--- src/rtl/army_deploy_queue_pkg.sv ---
// rtl/army_deploy_queue_pkg.sv - shared game constants: army costs, cooldown reloads, scene codes
package army_deploy_queue_pkg;

  typedef logic [2:0] army_t;

  localparam int NUM_TYPES = 8;

  localparam logic [2:0] SCENE_PLAY1 = 3'd2;
  localparam logic [2:0] SCENE_PLAY2 = 3'd3;
  localparam logic [2:0] SCENE_PLAY3 = 3'd4;

  localparam logic [14:0] COST [NUM_TYPES] = '{
    15'd75, 15'd150, 15'd240, 15'd350, 15'd750, 15'd1500, 15'd2000, 15'd2400
  };

  // Reload values are in frames.
  localparam logic [4:0] CD_RELOAD [NUM_TYPES] = '{
    5'd4, 5'd6, 5'd8, 5'd10, 5'd16, 5'd20, 5'd24, 5'd31
  };

  function automatic logic is_play(input logic [2:0] s);
    return (s >= SCENE_PLAY1) && (s <= SCENE_PLAY3);
  endfunction

endpackage

--- src/rtl/type_fifo.sv ---
// rtl/type_fifo.sv - small spawn FIFO with flush; push while full is allowed alongside a pop
module type_fifo #(
  parameter int DEPTH = 4,
  parameter int WIDTH = 3
) (
  input  logic                      clk_25MHz,
  input  logic                      rst_n,
  input  logic                      flush,
  input  logic                      push,
  input  logic [WIDTH-1:0]          push_data,
  input  logic                      pop,
  output logic [WIDTH-1:0]          head,
  output logic                      empty,
  output logic                      full,
  output logic [$clog2(DEPTH):0]    count
);

  localparam int AW = (DEPTH > 1) ? $clog2(DEPTH) : 1;
  localparam int CW = $clog2(DEPTH) + 1;

  logic [AW-1:0]    wr_ptr;
  logic [AW-1:0]    rd_ptr;
  logic [WIDTH-1:0] mem [DEPTH];
  logic             do_push;
  logic             do_pop;

  function automatic logic [AW-1:0] next_ptr(input logic [AW-1:0] p);
    return (p == AW'(DEPTH - 1)) ? '0 : p + 1'b1;
  endfunction

  assign empty   = (count == '0);
  assign full    = (count == CW'(DEPTH));
  assign do_pop  = pop && !empty;
  assign do_push = push && (!full || do_pop);
  // Storage is never reset, so the head is masked while empty.
  assign head    = empty ? '0 : mem[rd_ptr];

  always_ff @(posedge clk_25MHz or negedge rst_n) begin
    if (!rst_n) begin
      wr_ptr <= '0;
      rd_ptr <= '0;
      count  <= '0;
    end else if (flush) begin
      wr_ptr <= '0;
      rd_ptr <= '0;
      count  <= '0;
    end else begin
      if (do_push) wr_ptr <= next_ptr(wr_ptr);
      if (do_pop)  rd_ptr <= next_ptr(rd_ptr);
      case ({do_push, do_pop})
        2'b10:   count <= count + 1'b1;
        2'b01:   count <= count - 1'b1;
        default: count <= count;
      endcase
    end
  end

  always_ff @(posedge clk_25MHz) begin
    if (do_push && !flush) mem[wr_ptr] <= push_data;
  end

endmodule

--- src/rtl/army_deploy_queue.sv ---
// rtl/army_deploy_queue.sv - click arbitration, per-type cooldowns, money debit and spawn queue
module army_deploy_queue
  import army_deploy_queue_pkg::*;
#(
  parameter int QDEPTH = 4,
  parameter int CDW    = 5
) (
  input  logic                      clk_25MHz,
  input  logic                      rst_n,
  input  logic                      clk_frame_op,
  input  logic [2:0]                scene,
  input  logic                      gameInit,
  input  logic [9:0]                effectiveClick,
  input  logic [14:0]               money,
  output logic                      debit_valid,
  output logic [14:0]               debit_amount,
  output logic                      spawn_valid,
  output logic [2:0]                spawn_type,
  input  logic                      spawn_ready,
  output logic [7:0][CDW-1:0]       genArmyCD,
  output logic                      click_dropped
);

  logic                  flush;
  logic                  any_click;
  army_t                 win_type;
  logic                  fifo_full;
  logic                  fifo_empty;
  logic                  pop_req;
  logic                  can_accept;
  logic                  accept;
  logic                  reject;
  logic [$clog2(QDEPTH):0] fifo_count_unused;
  logic                  unused_click_bits;

  assign unused_click_bits = effectiveClick[9] ^ effectiveClick[0];

  assign flush = gameInit || !is_play(scene);

  // Lowest set click bit wins; the rest are ignored without a drop pulse.
  always_comb begin
    win_type  = '0;
    any_click = 1'b0;
    for (int i = 7; i >= 0; i--) begin
      if (effectiveClick[i+1]) begin
        win_type  = army_t'(i);
        any_click = 1'b1;
      end
    end
  end

  assign spawn_valid = !fifo_empty;
  assign pop_req     = spawn_valid && spawn_ready;

  // debit_valid high means money has not yet reflected the last purchase.
  assign can_accept = (genArmyCD[win_type] == '0) && (!fifo_full || pop_req) &&
                      (money >= COST[win_type]) && !debit_valid;
  assign accept     = any_click && !flush && can_accept;
  assign reject     = any_click && !flush && !can_accept;

  type_fifo #(
    .DEPTH (QDEPTH),
    .WIDTH (3)
  ) u_fifo (
    .clk_25MHz (clk_25MHz),
    .rst_n     (rst_n),
    .flush     (flush),
    .push      (accept),
    .push_data (win_type),
    .pop       (pop_req && !flush),
    .head      (spawn_type),
    .empty     (fifo_empty),
    .full      (fifo_full),
    .count     (fifo_count_unused)
  );

  always_ff @(posedge clk_25MHz or negedge rst_n) begin
    if (!rst_n) begin
      debit_valid   <= 1'b0;
      debit_amount  <= '0;
      click_dropped <= 1'b0;
    end else if (flush) begin
      debit_valid   <= 1'b0;
      debit_amount  <= '0;
      click_dropped <= 1'b0;
    end else begin
      debit_valid   <= accept;
      debit_amount  <= accept ? COST[win_type] : '0;
      click_dropped <= reject;
    end
  end

  // A reload on accept beats a same-cycle frame decrement.
  always_ff @(posedge clk_25MHz or negedge rst_n) begin
    if (!rst_n) begin
      genArmyCD <= '0;
    end else begin
      for (int i = 0; i < 8; i++) begin
        if (flush)
          genArmyCD[i] <= '0;
        else if (accept && (win_type == army_t'(i)))
          genArmyCD[i] <= CDW'(CD_RELOAD[i]);
        else if (clk_frame_op && (genArmyCD[i] != '0))
          genArmyCD[i] <= genArmyCD[i] - 1'b1;
      end
    end
  end

endmodule

--- config.mk ---
export PLATFORM = sky130hd
export DESIGN_NAME = army_deploy_queue
export DESIGN_NICKNAME = d
export VERILOG_FILES = /design/src/rtl/army_deploy_queue_pkg.sv /design/src/rtl/type_fifo.sv /design/src/rtl/army_deploy_queue.sv
export SDC_FILE = /design/constraint.sdc
export NUM_CORES = 1
export LEC_CHECK = 0
export ABC_AREA = 1
export BUFFER_PORTS_ARGS = -buffer_cell sky130_fd_sc_hd__buf_4
export CAP_MARGIN = 20
export CORE_ASPECT_RATIO = 0.5
export CORE_MARGIN = 2
export CORE_UTILIZATION = 30
export DETAILED_ROUTE_END_ITERATION = 6
export GPL_ROUTABILITY_DRIVEN = 0
export GPL_TIMING_DRIVEN = 0
export PLACE_DENSITY = 0.45
export SKIP_LAST_GASP = 1
export SLEW_MARGIN = 20
export SYNTH_ARGS = -nofsm -noshare
export SYNTH_HDL_FRONTEND = slang
export SYNTH_SLANG_ARGS = --single-unit
--- constraint.sdc ---
create_clock -name clk_25MHz -period 6.8 [get_ports clk_25MHz]
set_clock_uncertainty 0.1 [all_clocks]
set_input_delay 1.02 -clock clk_25MHz [delete_from_list [all_inputs] [get_ports clk_25MHz]]
set_output_delay 1.02 -clock clk_25MHz [all_outputs]
set_load 0.02 [all_outputs]
Word-level counts from Yosys, hierarchy flattened
Memory sizes are Yosys's and may differ from the RTL's.
Index checks and enable logic that the tools add are counted.
{"block": "word_totals", "n_memories": 2, "output_inout_bits": 61, "wordCells": 164, "mem_bits_ro": 120, "inputBits": 33, "reg_bits": 64, "mem_bits_rw": 12}
{"block": "classes", "n_addsub": 12, "muxes": 59, "order_cmp": 5, "reduce_logical": 59, "n_eq_ne": 12, "bitwise_logic": 1}
{"memory": "(no name shown)", "words": 8, "word_bits": 15, "read_ports": 1, "rd_clocked_by_memory_dff": 0, "write_ports": 0, "line_no": "army_deploy_queue.sv:88", "source": "debit_amount <= accept ? COST[win_type] : '0;"}
{"memory": "u_fifo.mem", "words": 4, "word_bits": 3, "read_ports": 1, "rd_clocked_by_memory_dff": 0, "write_ports": 1, "line_no": "type_fifo.sv:23", "source": "logic [WIDTH-1:0] mem [DEPTH];"}
{"cell": "$mux W5", "count": 25}
{"cell": "$mux W15", "count": 4}
{"cell": "$reduce_bool A5 Y1", "count": 8}
{"cell": "$sub A5 B1 Y5 const B", "count": 8}
{"cell": "$mux W3", "count": 10}
{"cell": "$logic_and A1 B1 Y1", "count": 28}
{"cell": "$reduce_bool A3 Y1", "count": 9}
{"cell": "$bmux W5 S3", "count": 1}
{"cell": "$eq A3 B3 Y1 const B", "count": 5}
{"cell": "$ge A15 B15 Y1", "count": 1}
{"cell": "$mux W1", "count": 12}
{"cell": "$mux W2", "count": 6}
{"cell": "$eq A2 B2 Y1 const B", "count": 3}
{"cell": "$eq A3 B2 Y1 const B", "count": 2}
{"cell": "$logic_not A1 Y1", "count": 6}
{"cell": "$logic_not A3 Y1", "count": 2}
{"cell": "$pmux W3 S2", "count": 1}
{"cell": "$logic_not A5 Y1", "count": 1}
{"cell": "$add A2 B1 Y2 const B", "count": 2}
{"cell": "$ge A4 B4 Y1 const B", "count": 1}
{"cell": "$lt A3 B4 Y1 const B", "count": 1}
{"cell": "$not A3 Y4", "count": 1}
{"cell": "$reduce_bool A2 Y1", "count": 2}
{"cell": "$add A3 B1 Y3 const B", "count": 1}
{"cell": "6 further kinds", "count": 8}

Depth between registers and ports, before layout
Gate-level depths: netlist of run 1.
{"block": "depth", "word_depth": 20, "depth_mapped": 33, "mapped_depth_nobuf": 32}

Hierarchy
Synthesis of run 1 repeated with hierarchy kept, for this count alone.
{"block": "unflattened", "cells_unflattened": 573, "hier_area_um2": 4755.8}
{"module": "army_deploy_queue", "instances": 1, "cells_per_inst": 472, "area_per_inst_um2": 3744.8}
{"module": "type_fifo", "instances": 1, "cells_per_inst": 101, "area_per_inst_um2": 1011.0}

Least setup slack after synthesis of run 1
OpenSTA, ideal clock, no wires.
{"block": "synth_path", "kind": "input to register", "start": "input effectiveClick[7]", "end": "register u_fifo.count[2]", "t_arrival_ps": 3984, "setup_ps": 117, "n_path_buf": 1, "slack_ps": 2598, "cell_stages": 32, "cell_sequence": "inv_1 -> nand2_1 -> nand2_1 -> nand2_1 -> nand2_1 -> nand2_1 -> nand2_2 -> nand2_4 -> inv_1 -> ha_1 -> inv_1 -> nor2_1 -> a21oi_1 -> ha_1 -> nand2_1 -> nor2_1 -> nand2_1 -> or3_1 -> nand3_1 -> nand4_4 -> buf_6 -> nand2_2 -> nand2_1 -> nand2_1 -> inv_1 -> ha_1 -> inv_1 -> nand2_1 -> inv_1 -> nand2_1 -> nand3_1 -> nand2_1"}
{"block": "synth_via", "elab_chain_cells": 19, "word_cells_on_any_way": 33}
{"item": "start, declared", "line_no": "army_deploy_queue.sv:13", "source": "input logic [9:0] effectiveClick,"}
{"item": "$mux W3 (*) (7 in series)", "line_no": "army_deploy_queue.sv:45", "source": "if (effectiveClick[i+1]) begin"}
{"item": "net u_fifo.push_data[0]", "line_no": "type_fifo.sv:10", "source": "input logic [WIDTH-1:0] push_data,"}
{"item": "$not A3 Y4 (not written as such)", "line_no": "army_deploy_queue.sv:57", "source": "(money >= COST[win_type]) && !debit_valid;"}
{"item": "$mem_v2 Z8 W15"}
{"item": "$mux W15 (2 in series)"}
{"item": "$ge A15 B15 Y1", "line_no": "army_deploy_queue.sv:57"}
{"item": "$logic_and A1 B1 Y1 (*)", "line_no": "army_deploy_queue.sv:56", "source": "assign can_accept = (genArmyCD[win_type] == '0) && (!fifo_full || pop_req) &&"}
{"item": "$logic_and A1 B1 Y1 (*)", "line_no": "army_deploy_queue.sv:57"}
{"item": "$logic_and A1 B1 Y1 (*)", "line_no": "army_deploy_queue.sv:58", "source": "assign accept = any_click && !flush && can_accept;"}
{"item": "$logic_and A1 B1 Y1 (*)", "line_no": "type_fifo.sv:34", "source": "assign do_push = push && (!full || do_pop);"}
{"item": "$eq A2 B1 Y1 or $eq A2 B2 Y1 (tied branches)", "line_no": "type_fifo.sv:50", "source": "case ({do_push, do_pop})"}
{"item": "$pmux W3 S2", "line_no": "type_fifo.sv:50"}
{"item": "$mux W3", "line_no": "type_fifo.sv:43", "source": "end else if (flush) begin"}
{"item": "end signal, assigned", "line_no": "type_fifo.sv:51", "source": "2'b10: count <= count + 1'b1;"}
{"item": "end signal, assigned", "line_no": "type_fifo.sv:52", "source": "2'b01: count <= count - 1'b1;"}
{"item": "end signal, assigned", "line_no": "type_fifo.sv:53", "source": "default: count <= count;"}
{"item": "end, declared", "line_no": "type_fifo.sv:15", "source": "output logic [$clog2(DEPTH):0] count"}
The timed path passes the listed nets; every way through them passes the cells marked *. The select of a mux whose other input is x is not followed.
A chain may end at the register's enable or synchronous reset.

Worst setup path after layout of run 1
{"block": "layout_path", "start": "input effectiveClick[1]", "end": "register u_fifo.count[2]"}
{"block": "layout_via", "elab_chain_cells": 13, "word_cells_on_any_way": 21}
{"item": "$mux W3 (*)", "line_no": "army_deploy_queue.sv:45"}
{"item": "net u_fifo.push_data[2]", "line_no": "type_fifo.sv:10"}
{"item": "$not A3 Y4 (not written as such)", "line_no": "army_deploy_queue.sv:57"}
{"item": "$mem_v2 Z8 W15"}
{"item": "$mux W15 (2 in series)"}
{"item": "$ge A15 B15 Y1", "line_no": "army_deploy_queue.sv:57"}
{"item": "$logic_and A1 B1 Y1 (*)", "line_no": "army_deploy_queue.sv:56"}
{"item": "$logic_and A1 B1 Y1 (*)", "line_no": "army_deploy_queue.sv:57"}
{"item": "$logic_and A1 B1 Y1 (*)", "line_no": "army_deploy_queue.sv:58"}
{"item": "$logic_and A1 B1 Y1 (*)", "line_no": "type_fifo.sv:34"}
{"item": "$eq A2 B1 Y1 or $eq A2 B2 Y1 (tied branches)", "line_no": "type_fifo.sv:50"}
{"item": "$pmux W3 S2", "line_no": "type_fifo.sv:50"}
{"item": "$mux W3", "line_no": "type_fifo.sv:43"}
Marked as above.

==> results of run 1 <==
[worst max-delay path, cell delays in order]
cell,delay (ns)
buf_4,0.13
nor4_2,0.31
inv_1,0.11
nor2_4,0.24
clkbuf_1,0.55
a21oi_1,0.23
ha_1,0.36
nand2_1,0.08
inv_1,0.03
o21ai_0,0.13
a21oi_1,0.08
nor4_1,0.21
nand3_1,0.21
nand4_4,0.19
buf_6,0.16
nand3_1,0.09
nand2_1,0.08
inv_1,0.04
ha_1,0.16
inv_1,0.04
nand2_1,0.06
inv_1,0.05
nand2_1,0.05
nand3_1,0.06
nand2_1,0.05
[layout make-up]
type                       count  area, um^2  share of cell area [%]
clock inverter                 6        26.3                   0.461
clock buffer                  10         229                    4.02
buffer                        10        57.6                    1.01
sequential                    73        1890                    33.1
tap                          198         248                    4.35
multi-input combinational    386        2270                    39.8
inverter                      86         325                    5.71
timing repair buffer          88         661                    11.6
[sequential cells by signal (all words and copies together), names as in the netlist]
register       count
genArmyCD         40
u_fifo.rd_ptr      2
debit_valid        1
u_fifo.mem        12
debit_amount      12
click_dropped      1
u_fifo.wr_ptr      2
u_fifo.count       3
[power groups by stage]
stage	sequential [mW]	combinational (mW)	clock [mW]
6_report	0.486	0.279	0.419
3_5_place_dp	0.494	0.283	0
4_1_cts	0.486	0.283	0.435
3_3_place_gp	0.494	0.281	0
2_1_floorplan	0.505	0.165	0
5_1_grt	0.490	0.316	0.452
[synthesized netlist by cell type (8+ instances only)]
| cell type | n |
|---|---|
| a21oi_1 | 23 |
| dfrtp_1 | 61 |
| nand4_1 | 8 |
| xor2_1 | 17 |
| edfxtp_1 | 12 |
| ha_1 | 40 |
| o21ai_0 | 27 |
| nand3_1 | 28 |
| nor3_1 | 10 |
| nor2_1 | 71 |
| inv_1 | 82 |
| nand2_1 | 99 |
[path summary, 6_finish.rpt]
check                                   to  slack, ns
max                        u_fifo.count[2]       2.18
min                          genArmyCD[20]       0.45
max reg2reg                u_fifo.count[2]       3.94
min reg2reg                  genArmyCD[20]       0.45
max in group asynchronous    click_dropped       5.36
min in group asynchronous    genArmyCD[30]       0.69
[cell families (layout without fill, tap and decap cells)]
logic type / Yosys count / after routing / share of synthesized area (%)
simple gates: 245 / 245 / 24.8
buf+inv: 96 / 200 / 8.45
compound gates: 75 / 75 / 9.48
flops: 73 / 73 / 41.7
fa+ha+maj: 40 / 40 / 11.0
xor+xnor: 23 / 23 / 4.45
other cells: 1 / 3 / 0.0828
[through the flow]
step	area, um^2	total power [mW]	util [%]	hold slack [ns]
2_1_floorplan	4540	0.670	-	0.394
3_3_place_gp	5450	0.776	37.2	0.438
5_1_grt	5700	1.26	39.0	0.496
6_report	5700	1.18	39.0	0.454
4_1_cts	5700	1.20	39.0	0.456
3_5_place_dp	5450	0.777	37.2	0.440
[routing by layer]
metal | vias to the layer above | wire length (um)
met2 | 49 | 5230
met3 | 5 | 487
met4 | 0 | 59
li1 | 1991 | -
met1 | 1755 | 5720
met5 | - | 0
==> impl_metrics.yaml, run 1 <==
status:
  status: "finished, final reports clean"
clock_tree:
  cts_hold_buf: 0
  clockBufferDepth: 2
  insertion_delay_ns: 0.33
  cts_tree: "done"
  ctsResizeCount: 0
  post-cts-setup-buffer-count: 0
  ctsHtreeMaxLevel: 3
  clkSinkCount: 73
  clk_pin_slew_ns: 0.06
  numCtsBuffers: 9
  clock-root-buffer: "clkbuf_16"
grt:
  grtUsageMet1_pct: 20.6
  grt-busiest-layer: "met2"
  grt_usage_pct: 15.0
  grt_pass1_vias: 3843
  grt-ovfl-total: 0
  met3_usage_pct: 4.25
  global_route.usage.met2_pct: 23.8
  grt_pass1_wl_mm: 19.0
  grt_max_degree: 62
  antenna_found_initial: 1
sta:
  fin_crit_sh_pct: 67.9
  hold_viol: 0
  rsz0062_at_grt: "no"
  setup_violations: 0
  max_clock_freq_ghz: 0.217
  setup_tns_ns: 0
  worst_pin_slew_ns: 0.836
  fin_crit_ns: 4.62
  slew_headroom_pct: 44.3
  worst_slack_ns: 2.18
  maxSlewViolCount: 0
drt:
  vias: 3800
  avgRoutedWirePerCell_um: 13.4
  first_pass_iters: 4
  vias_per_cell: 4.43
  drtIter0Drc: 162
  drc: 0
  wirelength_mm: 11.5
  ant_nets: 0
finish:
  layout_commonest_cell: "nand2_1"
  area_delta_synth_final_pct: 25.9
  stdcell_count: 857
  final_cell_mix: "99 x nand2_1, 91 x buf_4, 82 x inv_1"
  drive_gt1_share_pct: 19.4
  fin_nets: 727
  antenna_cells: 0
  fillers: 1538
place:
  io_buffers: 88
  post-place-ws_ns: 1.77
  dp.cells: 841
  place_hpwl_mm: 8.89
synthesis:
  synth_seq_cells: 73
  synthTopCellsByArea: "dfrtp_1 34%, ha_1 11%, nand2_1 8.2%"
  ys_types: 45
  syn_inst: 553
  async_flop_share_pct: 83.6
  synth_top_flop_cell: "dfrtp_1"
  yosysTopAreaCell: "dfrtp_1"
  ys_seq_area_share_pct: 41.7
  syn_area_mm2: 0.00453
  synth_edf_count: 12
  synth_top_area_share_pct: 33.7
  avgSynthCellArea_um2: 8.19
  synth_warnings: 0
floorplan:
  floorplan.initialDensity_pct: 31.0
  pin_count: 94
  die_h_um: 90.9
  die_w_um: 178
  fp.dieArea_mm2: 0.0162
  row_count: 31
  coreArea_mm2: 0.0146
power:
  powerDensity_mw_per_mm2: 208
  switching_share_pct: 31.3
  p_clk_share_pct: 35.4
  p_int_uw: 813
  pwr-share-seq_pct: 41.0
  power_leakage_nw: 2.81
  p_sw_uw: 371
  peakVddDrop_mv: 0.0889
  comb_power_share_pct: 23.6
flow_run:
  cap_violations: 0
critical_path:
  required_ns: 6.92
  crit_path_start: "effectiveClick[1]"
  cp.arrival_ns: 4.74
  endpoint_kind: "register"
  r2r-start: "genArmyCD[27]"
  critPathLaunchType: "input port"
  crit_fanout: 13
  rr_worst_depth: 19
  worstSetupPathType: "input port to register"
hold_path:
  min_path_type: "register to register"
  hold-path-cell-count: 2
  hold_start: "genArmyCD[20]"
No activity file was read; power rests on OpenSTA's default activity.
==> inputs of run 2 (changes only) <==
--- a/config.mk
+++ b/config.mk
@@ -5,7 +5,7 @@
 export SDC_FILE = /design/constraint.sdc
 export NUM_CORES = 1
 export LEC_CHECK = 0
-export ABC_AREA = 1
+export ABC_AREA = 0
 export BUFFER_PORTS_ARGS = -buffer_cell sky130_fd_sc_hd__buf_4
 export CAP_MARGIN = 20
 export CORE_ASPECT_RATIO = 0.5
==> constraint.sdc (replaced) <==
create_clock -name clk_25MHz -period 4.6 [get_ports clk_25MHz]
set_clock_uncertainty 0.1 [all_clocks]
set_input_delay 0.69 -clock clk_25MHz [delete_from_list [all_inputs] [get_ports clk_25MHz]]
set_output_delay 0.69 -clock clk_25MHz [all_outputs]
set_load 0.02 [all_outputs]
==> run 2 against run 1 <==
First-iteration DRC count shrank 30%. Global-route usage up 0.78 points. Hold slack got worse by 0.11 ns. Design area rose by 2.5%. Total power grew 34%. Setup slack lost 2.1 ns. Critical endpoint unchanged. Largest power group is now the clock network. Clock-buffer cell count down 1.
==> impl_metrics.yaml, run 2 <==
drt:
  first_pass_iters: 4
  drtIter0Drc: 114
  wl_met3_um: 445
  wirelength_mm: 12.1
  met2_length_mm: 5.35
  top_layer: "met4"
  m1WireLength_mm: 6.25
  avgRoutedWirePerCell_um: 16.1
  ant_nets: 0
  vias_per_cell: 4.72
  vias: 3570
  drc: 0
clock_tree:
  insertion_delay_ns: 0.34
  clkSinkCount: 73
  cts_hold_buf: 0
  clock-root-buffer: "clkbuf_16"
  cts_tree: "done"
  numCtsBuffers: 9
  clockBufferDepth: 2
  ctsHtreeMaxLevel: 3
  clk_pin_slew_ns: 0.07
grt:
  antenna_found_initial: 0
  grt-ovfl-total: 0
  grt_usage_pct: 15.8
  grt_pass1_wl_mm: 19.2
  grt_max_degree: 62
  grt_pass1_vias: 3476
sta:
  rsz0062_at_grt: "yes"
  maxSlewViolCount: 0
  setup_tns_ns: 0
  fin_crit_ns: 4.54
  setup_violations: 0
  max_clock_freq_ghz: 0.220
  hold_viol: 0
  worst_pin_slew_ns: 0.845
  fin_crit_sh_pct: 98.8
  slew_headroom_pct: 43.6
floorplan:
  die_h_um: 90.3
  coreArea_mm2: 0.0145
  fp.dieArea_mm2: 0.0159
  pin_count: 94
  die_w_um: 177
  floorplan.initialDensity_pct: 30.8
  row_count: 31
flow_run:
  cap_violations: 0
synthesis:
  synth_warnings: 0
  synth_top_flop_cell: "dfrtp_1"
  ys_types: 58
  yosysMostFrequentCell: "dfrtp_1"
  synth_seq_cells: 73
  ys_seq_area_share_pct: 42.2
  yosysTopAreaCell: "dfrtp_1"
  synth_top_cells_by_count: "61 x dfrtp_1, 45 x nor3_1, 40 x ha_1"
  avgSynthCellArea_um2: 10.0
  synth_top_area_share_pct: 34.2
  syn_inst: 445
  synthTopCellsByArea: "dfrtp_1 34%, ha_1 11%, edfxtp_1 8.1%"
  async_flop_share_pct: 83.6
  synth_edf_count: 12
  syn_area_mm2: 0.00447
critical_path:
  r2r-start: "genArmyCD[12]"
  worstSetupPathType: "input port to register"
  endpoint_kind: "register"
  crit_fanout: 10
  rr_worst_depth: 14
  critPathLaunchType: "input port"
  required_ns: 4.74
  r2r_end: "u_fifo.count[2]"
  cp.arrival_ns: 4.68
  ff2ff_setup_slack_ns: 1.10
power:
  p_int_mw: 1.14
  p_clk_share_pct: 43.2
  power_mw: 1.59
  p_sw_uw: 450
  switching_share_pct: 28.4
  powerDensity_mw_per_mm2: 271
  power_leakage_nw: 2.63
  comb_power_share_pct: 14.5
  pwr-share-seq_pct: 42.3
  peakVddDrop_mv: 0.125
finish:
  largest_reg_flops: 40
  top_register: "genArmyCD"
  postLayoutCellArea_mm2: 0.00584
  reg.largest.list: "genArmyCD: 40 flops, debit_amount: 12 flops, u_fifo.mem: 12 flops"
  fin_util_pct: 40.3
  multi_input_area_mm2: 0.00248
  antenna_cells: 0
  final_cell_mix: "98 x buf_4, 61 x dfrtp_1, 44 x nor3_1"
  fin_nets: 626
  fillers: 1459
  area_delta_synth_final_pct: 30.8
  drive_gt1_share_pct: 29.0
  register_area_mm2: 0.00189
  layout_commonest_cell: "buf_4"
status:
  status: "finished, final reports clean"
place:
  place_hpwl_mm: 9.10
  io_buffers: 88
  place_area_mm2: 0.00541
hold_path:
  min_path_type: "input port to asynchronous set/reset pin"
## run 2: cell types whose count changed after synthesis, moves of 10 or more
cell / previous run / this run
nand2_1: 99 / 29
inv_1: 82 / 27
nor2_1: 71 / 27
nor3_1: 10 / 45
nand3_1: 28 / 10
and2_1: 0 / 16
o21ai_0: 27 / 11
xnor2_1: 6 / 21
nor2b_1: 0 / 10
## run 2: routing by layer
metal | track usage (%) | up-vias
li1 | - | 1787
met1 | 22.7 | 1732
met2 | 23.8 | 42
met3 | 3.79 | 9
met4 | 3.72 | 0
met5 | 0 | -
## run 2: worst max path at each step
stage                      startpoint              end  slack (ns)  cells past startpoint
floorplan           effectiveClick[7]  u_fifo.count[2]       -0.02                     23
global placement    effectiveClick[7]  u_fifo.count[2]       -0.78                     24
detailed placement  effectiveClick[7]  u_fifo.count[2]       -0.79                     24
finish              effectiveClick[7]  u_fifo.count[2]        0.06                     23
CTS                 effectiveClick[6]  u_fifo.count[2]      0.0009                     22
global route        effectiveClick[7]  u_fifo.count[2]       -0.15                     24
## run 2: power by group through the flow
stage	Combinational (mW)	Clock, mW	Sequential [mW]
2_1_floorplan	0.112	0	0.691
5_1_grt	0.253	0.735	0.672
4_1_cts	0.217	0.707	0.671
3_3_place_gp	0.212	0	0.684
6_report	0.229	0.685	0.671
3_5_place_dp	0.211	0	0.684
## run 2: timing repair
action | CTS | global route
endpoints found under the setup margin | 2 | 2
cloned | 0 | 0
pin swaps | 3 | 9
buffers inserted | 5 | 2
gates resized for setup | 2 | 19
## run 2: cell type report
cell class	count	area share, %
clock buffer	9	3.85
clock inverter	7	1.01
sequential	73	32.3
timing repair buffer	95	12.3
tap	198	4.24
multi-input combinational	330	42.5
inverter	28	1.93
buffer	16	1.91
## run 2: worst max-delay path, cell delays in order
cell and delay (ns):
buf_4 0.12, nand2b_4 0.14, a221oi_4 0.29, nor2_2 0.08
nor2_4 0.22, ha_4 0.27, o21a_4 0.21, ha_4 0.21
o21ai_0 0.07, a21oi_1 0.07, o31ai_1 0.26, a21oi_1 0.11
or4_4 0.44, and4_1 0.18, buf_6 0.14, buf_12 0.15
nor3_4 0.11, xor2_1 0.09, ha_2 0.20, nor3b_2 0.20
mux2i_1 0.20, nor3_1 0.06, a21o_1 0.17
## run 2: cell families after synthesis
group	Yosys count	synth area share, %
AND/OR/NAND/NOR	181	22.2
flip-flops	73	42.2
buffers and inverters	44	4.90
other	1	0.0840
XOR/XNOR	33	6.47
AO/OA/AOI/OAI	63	9.78
adder cells (fa/ha/maj)	40	11.2
multiplexers	10	3.14
## run 2: through the flow
stage                     cells  hold WS [ns]  setup slack [ns]
final                       756         0.345            0.0552
after global routing        756         0.418            -0.146
after CTS                   754         0.389          0.000921
after detailed placement    733         0.481            -0.790
after global placement      733         0.478            -0.776
after floorplan             447         0.294           -0.0197
